<file path="src/rtl/gpio_debounce_multi.sv">
// Multi-channel push-button debouncer.
// All channels share one sample-tick prescaler. Each channel has a two-flop
// synchroniser, polarity normalisation, a stable-sample counter that accepts
// a new level after STABLE_TICKS consecutive mismatching ticks, and a held
// counter that produces a single long-press strobe per press.
// Outputs: debounced level plus one-cycle rise/fall/long strobes, all registered.

module gpio_debounce_multi #(
   parameter int CHANNELS     = 4,
   parameter int TICK_DIV     = 434,
   parameter int STABLE_TICKS = 4,
   parameter int LONG_TICKS   = 65535,
   parameter bit ACTIVE_LOW   = 1'b1
) (
   input  logic                src_clk,
   input  logic                rst,
   input  logic                en,
   input  logic [CHANNELS-1:0] pb_in,
   output logic [CHANNELS-1:0] pb_level,
   output logic [CHANNELS-1:0] pb_rise,
   output logic [CHANNELS-1:0] pb_fall,
   output logic [CHANNELS-1:0] pb_long
);

   localparam int PW = $clog2(TICK_DIV);
   localparam int SW = $clog2(STABLE_TICKS + 1);
   localparam int HW = $clog2(LONG_TICKS + 1);

   localparam logic [PW-1:0] TICK_LAST = PW'(TICK_DIV - 1);
   localparam logic [SW-1:0] STAB_LAST = SW'(STABLE_TICKS - 1);
   localparam logic [HW-1:0] HELD_LAST = HW'(LONG_TICKS - 1);
   localparam logic [HW-1:0] HELD_MAX  = HW'(LONG_TICKS);

   // Raw pin value that means "not pressed"; also the polarity flip mask.
   localparam logic [CHANNELS-1:0] INACTIVE = {CHANNELS{ACTIVE_LOW}};

   // ---------------------------------------------------------------------
   // Shared prescaler
   // ---------------------------------------------------------------------
   logic [PW-1:0] div_q;
   logic [PW-1:0] div_d;
   logic          tick;

   // Tick on the last count; disabling clears the count so the first tick
   // after re-enable is a full TICK_DIV period away.
   always_comb begin
      tick  = en && (div_q == TICK_LAST);
      div_d = div_q + PW'(1);
      if (!en || tick) begin
         div_d = '0;
      end
   end

   // Prescaler count register.
   always_ff @(posedge src_clk or posedge rst) begin
      if (rst) begin
         div_q <= '0;
      end else begin
         div_q <= div_d;
      end
   end

   // ---------------------------------------------------------------------
   // Synchroniser and polarity normalisation
   // ---------------------------------------------------------------------
   logic [CHANNELS-1:0] sync1_q;
   logic [CHANNELS-1:0] sync2_q;
   logic [CHANNELS-1:0] norm;

   // Two-flop synchroniser; reset loads the idle pin level so that release
   // from reset never looks like a press edge. It keeps sampling while en=0
   // so a matching sample can still discard accumulated evidence.
   always_ff @(posedge src_clk or posedge rst) begin
      if (rst) begin
         sync1_q <= INACTIVE;
         sync2_q <= INACTIVE;
      end else begin
         sync1_q <= pb_in;
         sync2_q <= sync1_q;
      end
   end

   assign norm = sync2_q ^ INACTIVE;

   // ---------------------------------------------------------------------
   // Per-channel debounce and long-press logic
   // ---------------------------------------------------------------------
   logic [SW-1:0]       stab_q [CHANNELS];
   logic [SW-1:0]       stab_d [CHANNELS];
   logic [HW-1:0]       held_q [CHANNELS];
   logic [HW-1:0]       held_d [CHANNELS];
   logic [CHANNELS-1:0] level_q;
   logic [CHANNELS-1:0] level_d;
   logic [CHANNELS-1:0] rise_q;
   logic [CHANNELS-1:0] rise_d;
   logic [CHANNELS-1:0] fall_q;
   logic [CHANNELS-1:0] fall_d;
   logic [CHANNELS-1:0] long_q;
   logic [CHANNELS-1:0] long_d;

   // Stable counter: any matching sample clears it; a mismatching tick
   // advances it, and the STABLE_TICKS-th one flips the level and strobes.
   always_comb begin
      for (int i = 0; i < CHANNELS; i++) begin
         stab_d[i]  = stab_q[i];
         level_d[i] = level_q[i];
         rise_d[i]  = 1'b0;
         fall_d[i]  = 1'b0;
         if (norm[i] == level_q[i]) begin
            stab_d[i] = '0;
         end else if (tick) begin
            if (stab_q[i] >= STAB_LAST) begin
               stab_d[i]  = '0;
               level_d[i] = ~level_q[i];
               rise_d[i]  = ~level_q[i];
               fall_d[i]  = level_q[i];
            end else begin
               stab_d[i] = stab_q[i] + SW'(1);
            end
         end
      end
   end

   // Held counter: counts ticks only while the registered level is high, so
   // the tick that sets the level is not counted. Saturation at LONG_TICKS
   // limits the long strobe to one per press; a release clears and re-arms.
   always_comb begin
      for (int i = 0; i < CHANNELS; i++) begin
         held_d[i] = held_q[i];
         long_d[i] = 1'b0;
         if (!level_q[i]) begin
            held_d[i] = '0;
         end else if (tick && (held_q[i] != HELD_MAX)) begin
            held_d[i] = held_q[i] + HW'(1);
            long_d[i] = (held_q[i] == HELD_LAST);
         end
      end
   end

   // Per-channel state and registered strobes; reset drops the level with
   // no fall strobe.
   always_ff @(posedge src_clk or posedge rst) begin
      if (rst) begin
         for (int i = 0; i < CHANNELS; i++) begin
            stab_q[i] <= '0;
            held_q[i] <= '0;
         end
         level_q <= '0;
         rise_q  <= '0;
         fall_q  <= '0;
         long_q  <= '0;
      end else begin
         for (int i = 0; i < CHANNELS; i++) begin
            stab_q[i] <= stab_d[i];
            held_q[i] <= held_d[i];
         end
         level_q <= level_d;
         rise_q  <= rise_d;
         fall_q  <= fall_d;
         long_q  <= long_d;
      end
   end

   assign pb_level = level_q;
   assign pb_rise  = rise_q;
   assign pb_fall  = fall_q;
   assign pb_long  = long_q;

endmodule

</file>
<file path="config.mk">
export PLATFORM = sky130hd
export DESIGN_NAME = gpio_debounce_multi
export DESIGN_NICKNAME = d
export VERILOG_FILES = /design/src/rtl/gpio_debounce_multi.sv
export SDC_FILE = /design/constraint.sdc
export NUM_CORES = 1
export LEC_CHECK = 0
export BUFFER_PORTS_ARGS = -buffer_cell sky130_fd_sc_hd__buf_2
export CAP_MARGIN = 20
export CORE_MARGIN = 2
export CORE_UTILIZATION = 30
export DETAILED_ROUTE_END_ITERATION = 16
export PLACE_DENSITY = 0.53
export SYNTH_ARGS = -nofsm -noshare
export SYNTH_HDL_FRONTEND = slang
export SYNTH_SLANG_ARGS = --single-unit
</file>
<file path="constraint.sdc">
create_clock -name src_clk -period 4.17 [get_ports src_clk]
set_input_delay 0.417 -clock src_clk [delete_from_list [all_inputs] [get_ports src_clk]]
set_output_delay 0.417 -clock src_clk [all_outputs]
set_load 0.01 [all_outputs]
</file>
==> Flow_metrics.wiki, run 1 <==
{| class="wikitable"
! Metric !! Value
|-
| Most common cell in the netlist || sky130_fd_sc_hd__dfrtp_1
|-
| Number of distinct library cells after synthesis || 37
|-
| Number of synthesized flops with an enable pin || 0
|-
| Cts-stage hold buffer count || 0
|-
| Clock-pin slew of the registers on the worst-case setup and hold paths || 0.07 ns
|-
| Area share of the largest cell type after synthesis || 0.442
|-
| Cell chain of the critical path || nor4b_4, nand3_4, buf_4, or4_1, a21oi_1
|-
| Hold Path Class || input port to asynchronous set/reset pin
|-
| Fraction of final layout cells sized beyond drive strength 1 || 0.101
|-
| Die area || 20,200 um^2
|-
| Final weighted congestion in routability-driven placement || 0.818
|-
| Initial antenna violation count || 0
|-
| Worst Path Required || 4.45 ns
|-
| CTS HTree Levels || 3
|-
| Final Routed Wirelength || 12,200 um
|-
| Main flop type after synthesis || sky130_fd_sc_hd__dfrtp_1
|-
| Worst slew slack as a fraction of its limit || 0.464
|-
| Largest fanout on the critical path || 75
|-
| Share of synthesized registers carrying an async set or reset || 1.00
|-
| 1st-iter DRT viols || 322
|-
| Number of nets in the layout || 622
|-
| Leakage || 2.41 nW
|-
| Std-Cell Rows || 50
|-
| Root buffer cell || sky130_fd_sc_hd__clkbuf_16
|-
| Outcome || finished, final reports clean
|-
| Max-cap check violation count || 0
|-
| Width of the die || 142 um
|-
| Total Routing Usage GR || 0.129
|-
| Placed Instances || 819
|-
| Arrival @ worst endpoint || 3.11 ns
|-
| Post-synth top area cell || sky130_fd_sc_hd__dfrtp_1
|-
| Number of top-level pins || 23
|-
| GRT overflow || 0
|-
| Yosys warns || 0
|-
| Leading cell types by count after synthesis || 101 x sky130_fd_sc_hd__dfrtp_1, 58 x sky130_fd_sc_hd__nand2_1, 55 x sky130_fd_sc_hd__a21oi_1
|-
| Peak supply drop || 0.195 mV
|-
| Core region area || 18,700 um^2
|-
| First-pass GRT wire length || 21,500 um
|-
| Total negative slack || 0 ns
|-
| Fin crit share || 0.679
|-
| Unrepaired setup endpoints after global routing || false
|-
| Top cells by area, synth || sky130_fd_sc_hd__dfrtp_1 44%, sky130_fd_sc_hd__or4_1 4.9%, sky130_fd_sc_hd__a21oi_1 4.8%
|-
| Count of unresolved DRC violations after routing || 0
|-
| Diode count || 0
|-
| Die Height || 142 um
|-
| Fillers || 1,896
|-
| Buf/Inv on CP || 1
|-
| Startpoint-to-endpoint class of the critical path || flop to flop
|-
| Actual slew at the worst max-slew pin || 0.797 ns
|-
| Final Instance Count excl. Fillers || 836
|-
| Final setup slack of the worst path || 1.34 ns
|-
| Ratio of total power to cell area || 304 nW/um^2
|-
| Post-CTS resize count || 0
|-
| Synthesized area divided by synthesized cell count || 9.77 um^2
|-
| Average wire per standard cell || 14.5 um
|-
| Post-detail-place hpwl || 8110 um
|-
| Overall via count from detail_route || 4,528
|-
| Post-synth design cell area || 5720 um^2
|-
| Worst Clk Skew || 0.00555 ns
|-
| Sequential element share of the synthesized area || 0.479
|-
| CTS tree || yes
|-
| Kind of cell adding the most delay to the critical path || simple AND/OR/NAND/NOR gates
|-
| Area growth, synth to finish || 10.9%
|-
| Final number of setup-violating endpoints || 0
|-
| Post-synthesis register bit count || 109
|-
| Setup fix buffers added after clock tree synthesis || 0
|-
| Crit. End Element || flop
|-
| Longest Clk Path Bufs || 2
|-
| Cells after synthesis || 585
|-
| Post-placement setup slack || 1.35 ns
|-
| Post-route antenna net violation count || 0
|-
| DR pass1 iterations || 4
|-
| Clock latency reported for the late side of the worst-skew pair || 0.35 ns
|-
| Clk sink count || 109
|-
| Number of CTS-inserted buffers || 9
|-
| Type of origin of the critical path || flop
|-
| Cell with the largest stage delay on the worst path || sky130_fd_sc_hd__nand3_4
|-
| Largest net degree at the start of global routing || 76
|-
| Final count of hold timing violations || 0
|-
| Max Fclk || 353 MHz
|-
| Count of pins over their slew limit || 0
|-
| Detailed-route vias per instance || 5.42
|-
| Vias in the first global route || 4,491
|-
| Count of input and output buffers || 22
|-
| Post-synthesis net count || 610
|-
| Time the worst path needs with I/O delays and setup || 2.83 ns
|-
| Starting utilization of the core area || 0.306
|-
| Delay of the slowest cell on the worst path || 0.62 ns
|}
-- sequential cells by signal (all words and copies together), names as in the netlist --
register  cells
held_q       64
stab_q       12
div_q         9
pb_fall       4
pb_level      4
pb_long       4
pb_rise       4
sync1_q       4
sync2_q       4
-- routing by layer --
layer / share of wire / up-vias / GRT usage
li1: - / 2208 / -
met1: 0.48 / 2265 / 0.166
met2: 0.48 / 40 / 0.217
met3: 0.019 / 15 / 0.0202
met4: 0.020 / 0 / 0.0516
met5: 0 / - / 0
-- cells in the final DEF, fill, tap and decap left out, types with 10 or more instances in the layout --
master                     instances
sky130_fd_sc_hd__o31ai_1          34
sky130_fd_sc_hd__nand2b_1         19
sky130_fd_sc_hd__ha_1             18
sky130_fd_sc_hd__inv_1            23
sky130_fd_sc_hd__mux2i_1          23
sky130_fd_sc_hd__nand2_1          58
sky130_fd_sc_hd__nor4_1           20
sky130_fd_sc_hd__buf_2            22
sky130_fd_sc_hd__dfrtp_1         101
sky130_fd_sc_hd__nand3_1          27
sky130_fd_sc_hd__o21ai_0          11
sky130_fd_sc_hd__and4_1           10
sky130_fd_sc_hd__or3_1            12
sky130_fd_sc_hd__or4_1            37
sky130_fd_sc_hd__nand4_1          21
sky130_fd_sc_hd__nor2_1           23
sky130_fd_sc_hd__a21oi_1          55
-- worst paths after layout --
path                            cells after the start  slack [ns]        from         end
worst min register to register                      0        0.36  sync1_q[0]  sync2_q[0]
worst max-delay path                                5        1.34    div_q[3]   held_q[7]
worst max register to register                      5        1.34    div_q[3]   held_q[7]
worst min-delay path                                2        0.14         rst  held_q[42]
min in group src_clk                                1        0.16    pb_in[0]  sync1_q[0]
max in group asynchronous                           3        3.13         rst  sync2_q[3]
-- logic make-up (layout without fill, tap and decap cells) --
family	after synthesis	count (layout)	share of synthesized area
AND/OR/NAND/NOR	262	262	0.269
AO/OA/AOI/OAI	110	110	0.117
flip-flops	109	109	0.479
buffers and inverters	52	69	0.0385
multiplexers	23	23	0.0403
adder cells (fa/ha/maj)	18	18	0.0394
XOR/XNOR	11	11	0.0169
-- per-stage QoR --
step | instance area [um^2] | power (mW) | util | hold WS, ns
global route | 6340 | 2.01 | 0.339 | 0.142
global placement | 6040 | 1.13 | 0.323 | 0.346
CTS | 6330 | 1.96 | 0.338 | 0.143
finish | 6340 | 1.93 | 0.339 | 0.143
floorplan | 5720 | 1.11 | - | 0.345
detailed placement | 6050 | 1.13 | 0.323 | 0.347
-- where the power goes --
part           total, mW  internal (mW)  switching (mW)
Sequential          1.07           1.07         0.00655
Clock              0.820          0.436           0.384
Combinational     0.0348        0.00679          0.0280
-- worst register-to-register path, delay by kind of cell, from the launching register on --
family	cells	cell delay (ns)
simple gates	3	1.60
flops	1	0.46
compound gates	1	0.16
buf+inv	1	0.54
-- layout make-up --
type,instances,area (um^2),area share
clock inverter,4,22.5,0.00355
tap,234,293,0.0462
clock buffer,12,256,0.0405
multi-input combinational,424,2770,0.438
timing repair buffer,29,163,0.0257
inverter,24,92.6,0.0146
sequential,109,2740,0.432
Note: power is estimated with default switching activity, not from simulation.
==> run 2: changes to the inputs <==
- ABC_AREA: unset -> 1
- PLACE_DENSITY: 0.53 -> 0.54
- clock period: 4.17 -> 2.6 ns (I/O delays scaled with it)
==> run 2 against run 1 <==
  * Sequential share of layout area down 3.8 points
  * Flip-flop and latch count unchanged
  * Cell area up 9.5%
  * Worst setup slack worse by 0.75 ns
  * First-iteration DRC count up 5.6%
  * Sequential power up 61%
  * Non-clock buffer count up 7
  * Global-route usage up 0.28 points
  * Combinational power up 110%
  * Clock power up 65%
  * Largest cell class unchanged
  * Fmax up 41%
  * Clock skew up 0.0021 ns
  * Largest power group unchanged
==> Flow_metrics.wiki, run 2 <==
{| class="wikitable"
! Metric !! Value
|-
| Outcome || finished, final reports clean
|-
| Most common cell in the netlist || sky130_fd_sc_hd__nand2_1
|-
| Largest Register || held_q
|-
| Leading cell types by count after synthesis || 281 x sky130_fd_sc_hd__nand2_1, 101 x sky130_fd_sc_hd__dfrtp_1, 83 x sky130_fd_sc_hd__nor2_1
|-
| Yosys warns || 0 (unchanged)
|-
| Post-detail-place hpwl || 9300 um (+15%)
|-
| Hold path cells || 0
|-
| Flip-flop count of the largest register, all copies and words added || 64 (unchanged)
|-
| Number of CTS-inserted buffers || 9 (unchanged)
|-
| Clock latency reported for the late side of the worst-skew pair || 0.36 ns (about the same)
|-
| Tightest hold margin || 0.357 ns (+0.214 ns)
|-
| Clock-pin slew of the registers on the worst-case setup and hold paths || 0.07 ns (about the same)
|-
| Longest Clk Path Bufs || 2 (unchanged)
|-
| Area growth, synth to finish || 11.9%
|-
| Startpoint-to-endpoint class of the critical path || flop to flop
|-
| CTS tree || yes
|-
| 1st-iter DRT viols || 340 (+5.6%)
|-
| Unrepaired setup endpoints after global routing || false
|-
| First-pass GRT wire length || 23,400 um (+8.9%)
|-
| Number of nets in the layout || 861 (+38%)
|-
| Ratio of total power to cell area || 451 nW/um^2 (+48%)
|-
| Width of the die || 148 um (+4.1%)
|-
| Worst setup path startpoint || div_q[1]
|-
| Core region area || 20,200 um^2 (+8.2%)
|-
| Average wire per standard cell || 11.9 um (-18%)
|-
| Cells after synthesis || 807 (+38%)
|-
| Peak supply drop || 0.296 mV (+52%)
|-
| Fraction of final layout cells sized beyond drive strength 1 || 0.101 (-0.000259)
|-
| Count of unresolved DRC violations after routing || 0 (unchanged)
|-
| Die Height || 148 um (+4.1%)
|-
| Time the worst path needs with I/O delays and setup || 2.01 ns (-0.820 ns)
|-
| Count of pins over their slew limit || 0 (unchanged)
|-
| Number of distinct library cells after synthesis || 29 (-22%)
|-
| Post-synthesis net count || 832 (+36%)
|-
| Post-synthesis register bit count || 109 (unchanged)
|-
| DR pass1 iterations || 4 (unchanged)
|-
| GRT overflow || 0 (unchanged)
|-
| Main flop type after synthesis || sky130_fd_sc_hd__dfrtp_1
|-
| Starting utilization of the core area || 0.307 (+0.000961)
|-
| Most common cell after layout, fill and taps aside || sky130_fd_sc_hd__nand2_1
|-
| Area share of the largest cell type after synthesis || 0.407 (-0.0347)
|-
| Final number of setup-violating endpoints || 0 (unchanged)
|-
| Finished Core Util || 0.343 (+0.00427)
|-
| Number of synthesized flops with an enable pin || 0 (unchanged)
|-
| Initial antenna violation count || 0 (unchanged)
|-
| Root buffer cell || sky130_fd_sc_hd__clkbuf_16
|-
| Min-delay src || sync1_q[3]
|-
| Hold Path Class || flop to flop
|-
| Detailed-route vias per instance || 4.52 (-17%)
|-
| Sequential element share of the synthesized area || 0.441 (-0.0376)
|-
| Worst R2R Start || div_q[1]
|-
| Number of top-level pins || 23 (unchanged)
|-
| Total Routing Usage GR || 0.132 (+0.00283)
|-
| Clk sink count || 109 (unchanged)
|-
| Type of origin of the critical path || flop
|-
| Total power || 3.13 mW (+63%)
|-
| Diode count || 0 (unchanged)
|-
| Total negative slack || 0 ns (unchanged)
|-
| Post-route antenna net violation count || 0 (unchanged)
|-
| Leakage || 3.34 nW (+39%)
|-
| Max Fclk || 497 MHz (+41%)
|-
| Worst Clk Skew || 0.00769 ns (+0.00214 ns)
|-
| Crit. End Element || flop
|-
| Die area || 21,800 um^2 (+8.3%)
|-
| Top cells by area, synth || sky130_fd_sc_hd__dfrtp_1 41%, sky130_fd_sc_hd__nand2_1 17%, sky130_fd_sc_hd__nor2_1 5.0%
|-
| Top Registers || held_q: 64 flops, stab_q: 12 flops, div_q: 9 flops
|-
| Actual slew at the worst max-slew pin || 0.432 ns (-0.365 ns)
|-
| Largest net degree at the start of global routing || 37 (-51%)
|-
| Final weighted congestion in routability-driven placement || 0.789 (-3.6%)
|-
| Setup fix buffers added after clock tree synthesis || 0 (unchanged)
|-
| Final Routed Wirelength || 13,200 um (+8.5%)
|-
| Top library cells by usage in the layout, fill and taps aside || 281 x sky130_fd_sc_hd__nand2_1, 101 x sky130_fd_sc_hd__dfrtp_1, 83 x sky130_fd_sc_hd__nor2_1, 81 x sky130_fd_sc_hd__inv_1, 61 x sky130_fd_sc_hd__nand3_1
|-
| R2R depth || 10 (+5)
|-
| Worst slew slack as a fraction of its limit || 0.711 (+0.247)
|-
| Fin crit share || 0.774 (+0.0947)
|-
| Worst Path Required || 2.85 ns (-1.60 ns)
|-
| Std-Cell Rows || 52 (+4.0%)
|-
| Max-cap check violation count || 0 (unchanged)
|-
| Share of synthesized registers carrying an async set or reset || 1.00 (unchanged)
|-
| CTS HTree Levels || 3 (unchanged)
|-
| Post-synth design cell area || 6200 um^2 (+8.5%)
|-
| Synthesized area divided by synthesized cell count || 7.69 um^2 (-21%)
|-
| Arrival @ worst endpoint || 2.26 ns (-0.85 ns)
|-
| Vias in the first global route || 4,858 (+8.2%)
|-
| Final count of hold timing violations || 0 (unchanged)
|-
| Count of input and output buffers || 22 (unchanged)
|-
| Overall via count from detail_route || 5,023 (+11%)
|-
| Post-synth top area cell || sky130_fd_sc_hd__dfrtp_1
|-
| Largest fanout on the critical path || 14 (-81%)
|}
==> run 2: cell count changes after synthesis, moves of 18 or more <==
cell                       delta
sky130_fd_sc_hd__o21bai_1    +18
sky130_fd_sc_hd__nand2_1    +223
sky130_fd_sc_hd__inv_1       +58
sky130_fd_sc_hd__nand3_1     +34
sky130_fd_sc_hd__xor2_1      +23
sky130_fd_sc_hd__nor2_1      +60
sky130_fd_sc_hd__nand4_1     +23
sky130_fd_sc_hd__mux2i_1     -23
sky130_fd_sc_hd__o31ai_1     -34
sky130_fd_sc_hd__nor4_1      -21
sky130_fd_sc_hd__a21oi_1     -54
sky130_fd_sc_hd__nand2b_1    -19
sky130_fd_sc_hd__or4_1       -37
==> run 2: timing repair <==
action                                 in CTS  in global routing
resized for setup                           0                  0
hold buffers                                5                  0
endpoints found under the hold margin      15                  0
==> run 2: critical path, cell delays in order (launching register included) <==
cell,delay [ns]
sky130_fd_sc_hd__dfrtp_1,0.40
sky130_fd_sc_hd__inv_1,0.06
sky130_fd_sc_hd__ha_1,0.13
sky130_fd_sc_hd__nand2_1,0.05
sky130_fd_sc_hd__nor2_1,0.12
sky130_fd_sc_hd__nand3_1,0.24
sky130_fd_sc_hd__buf_4,0.27
sky130_fd_sc_hd__nor2_4,0.32
sky130_fd_sc_hd__nor2_4,0.15
sky130_fd_sc_hd__nand2_1,0.10
sky130_fd_sc_hd__nand2_1,0.05
==> run 2: worst paths after layout <==
kind | slack [ns] | end
max reg2reg | 0.59 | held_q[25]
min in group asynchronous | 0.41 | pb_fall[3]
max | 0.59 | held_q[25]
max in group asynchronous | 1.53 | held_q[55]
min | 0.36 | sync2_q[3]
min reg2reg | 0.36 | sync2_q[3]
==> run 2: per-stage QoR <==
stage          setup WS (ns)  instances  cell area, um^2
3_5_place_dp           0.568       1090             6620
5_1_grt                0.374       1111             6940
6_report               0.588       1111             6940
3_3_place_gp           0.646       1090             6620
2_1_floorplan           1.03        807             6210
4_1_cts                0.556       1111             6940
==> run 2: kinds of logic after synthesis <==
logic type      share of synthesized area
compound gates                     0.0413
xor+xnor                           0.0424
fa+ha+maj                          0.0363
buf+inv                            0.0716
flops                               0.441
simple gates                        0.367
==> run 2: cell type report <==
cell class / instances / area (um^2)
fillers: 2143 / 13300
multi-input cells: 597 / 3020
flip-flops and latches: 109 / 2740
well taps: 270 / 338
inverters: 83 / 315
repair buffers: 36 / 253
clock buffers: 10 / 229
clock inverters: 6 / 47.5
==> run 2: per-layer routing <==
layer  wire (um)  vias to the layer above  global-route usage
met2        5810                       61               0.205
met1        6820                     2323               0.183
met3         425                       12              0.0346
met5           0                        -                   0
li1            -                     2627                   -
met4         136                        0              0.0332
==> run 2: power breakdown <==
group          total (mW)  internal (mW)  leakage, nW  switching [mW]
combinational      0.0714         0.0226         1.72          0.0487
sequential           1.72           1.71         1.49         0.00699
clock                1.35          0.661        0.133           0.685
total                3.13           2.39         3.34           0.741
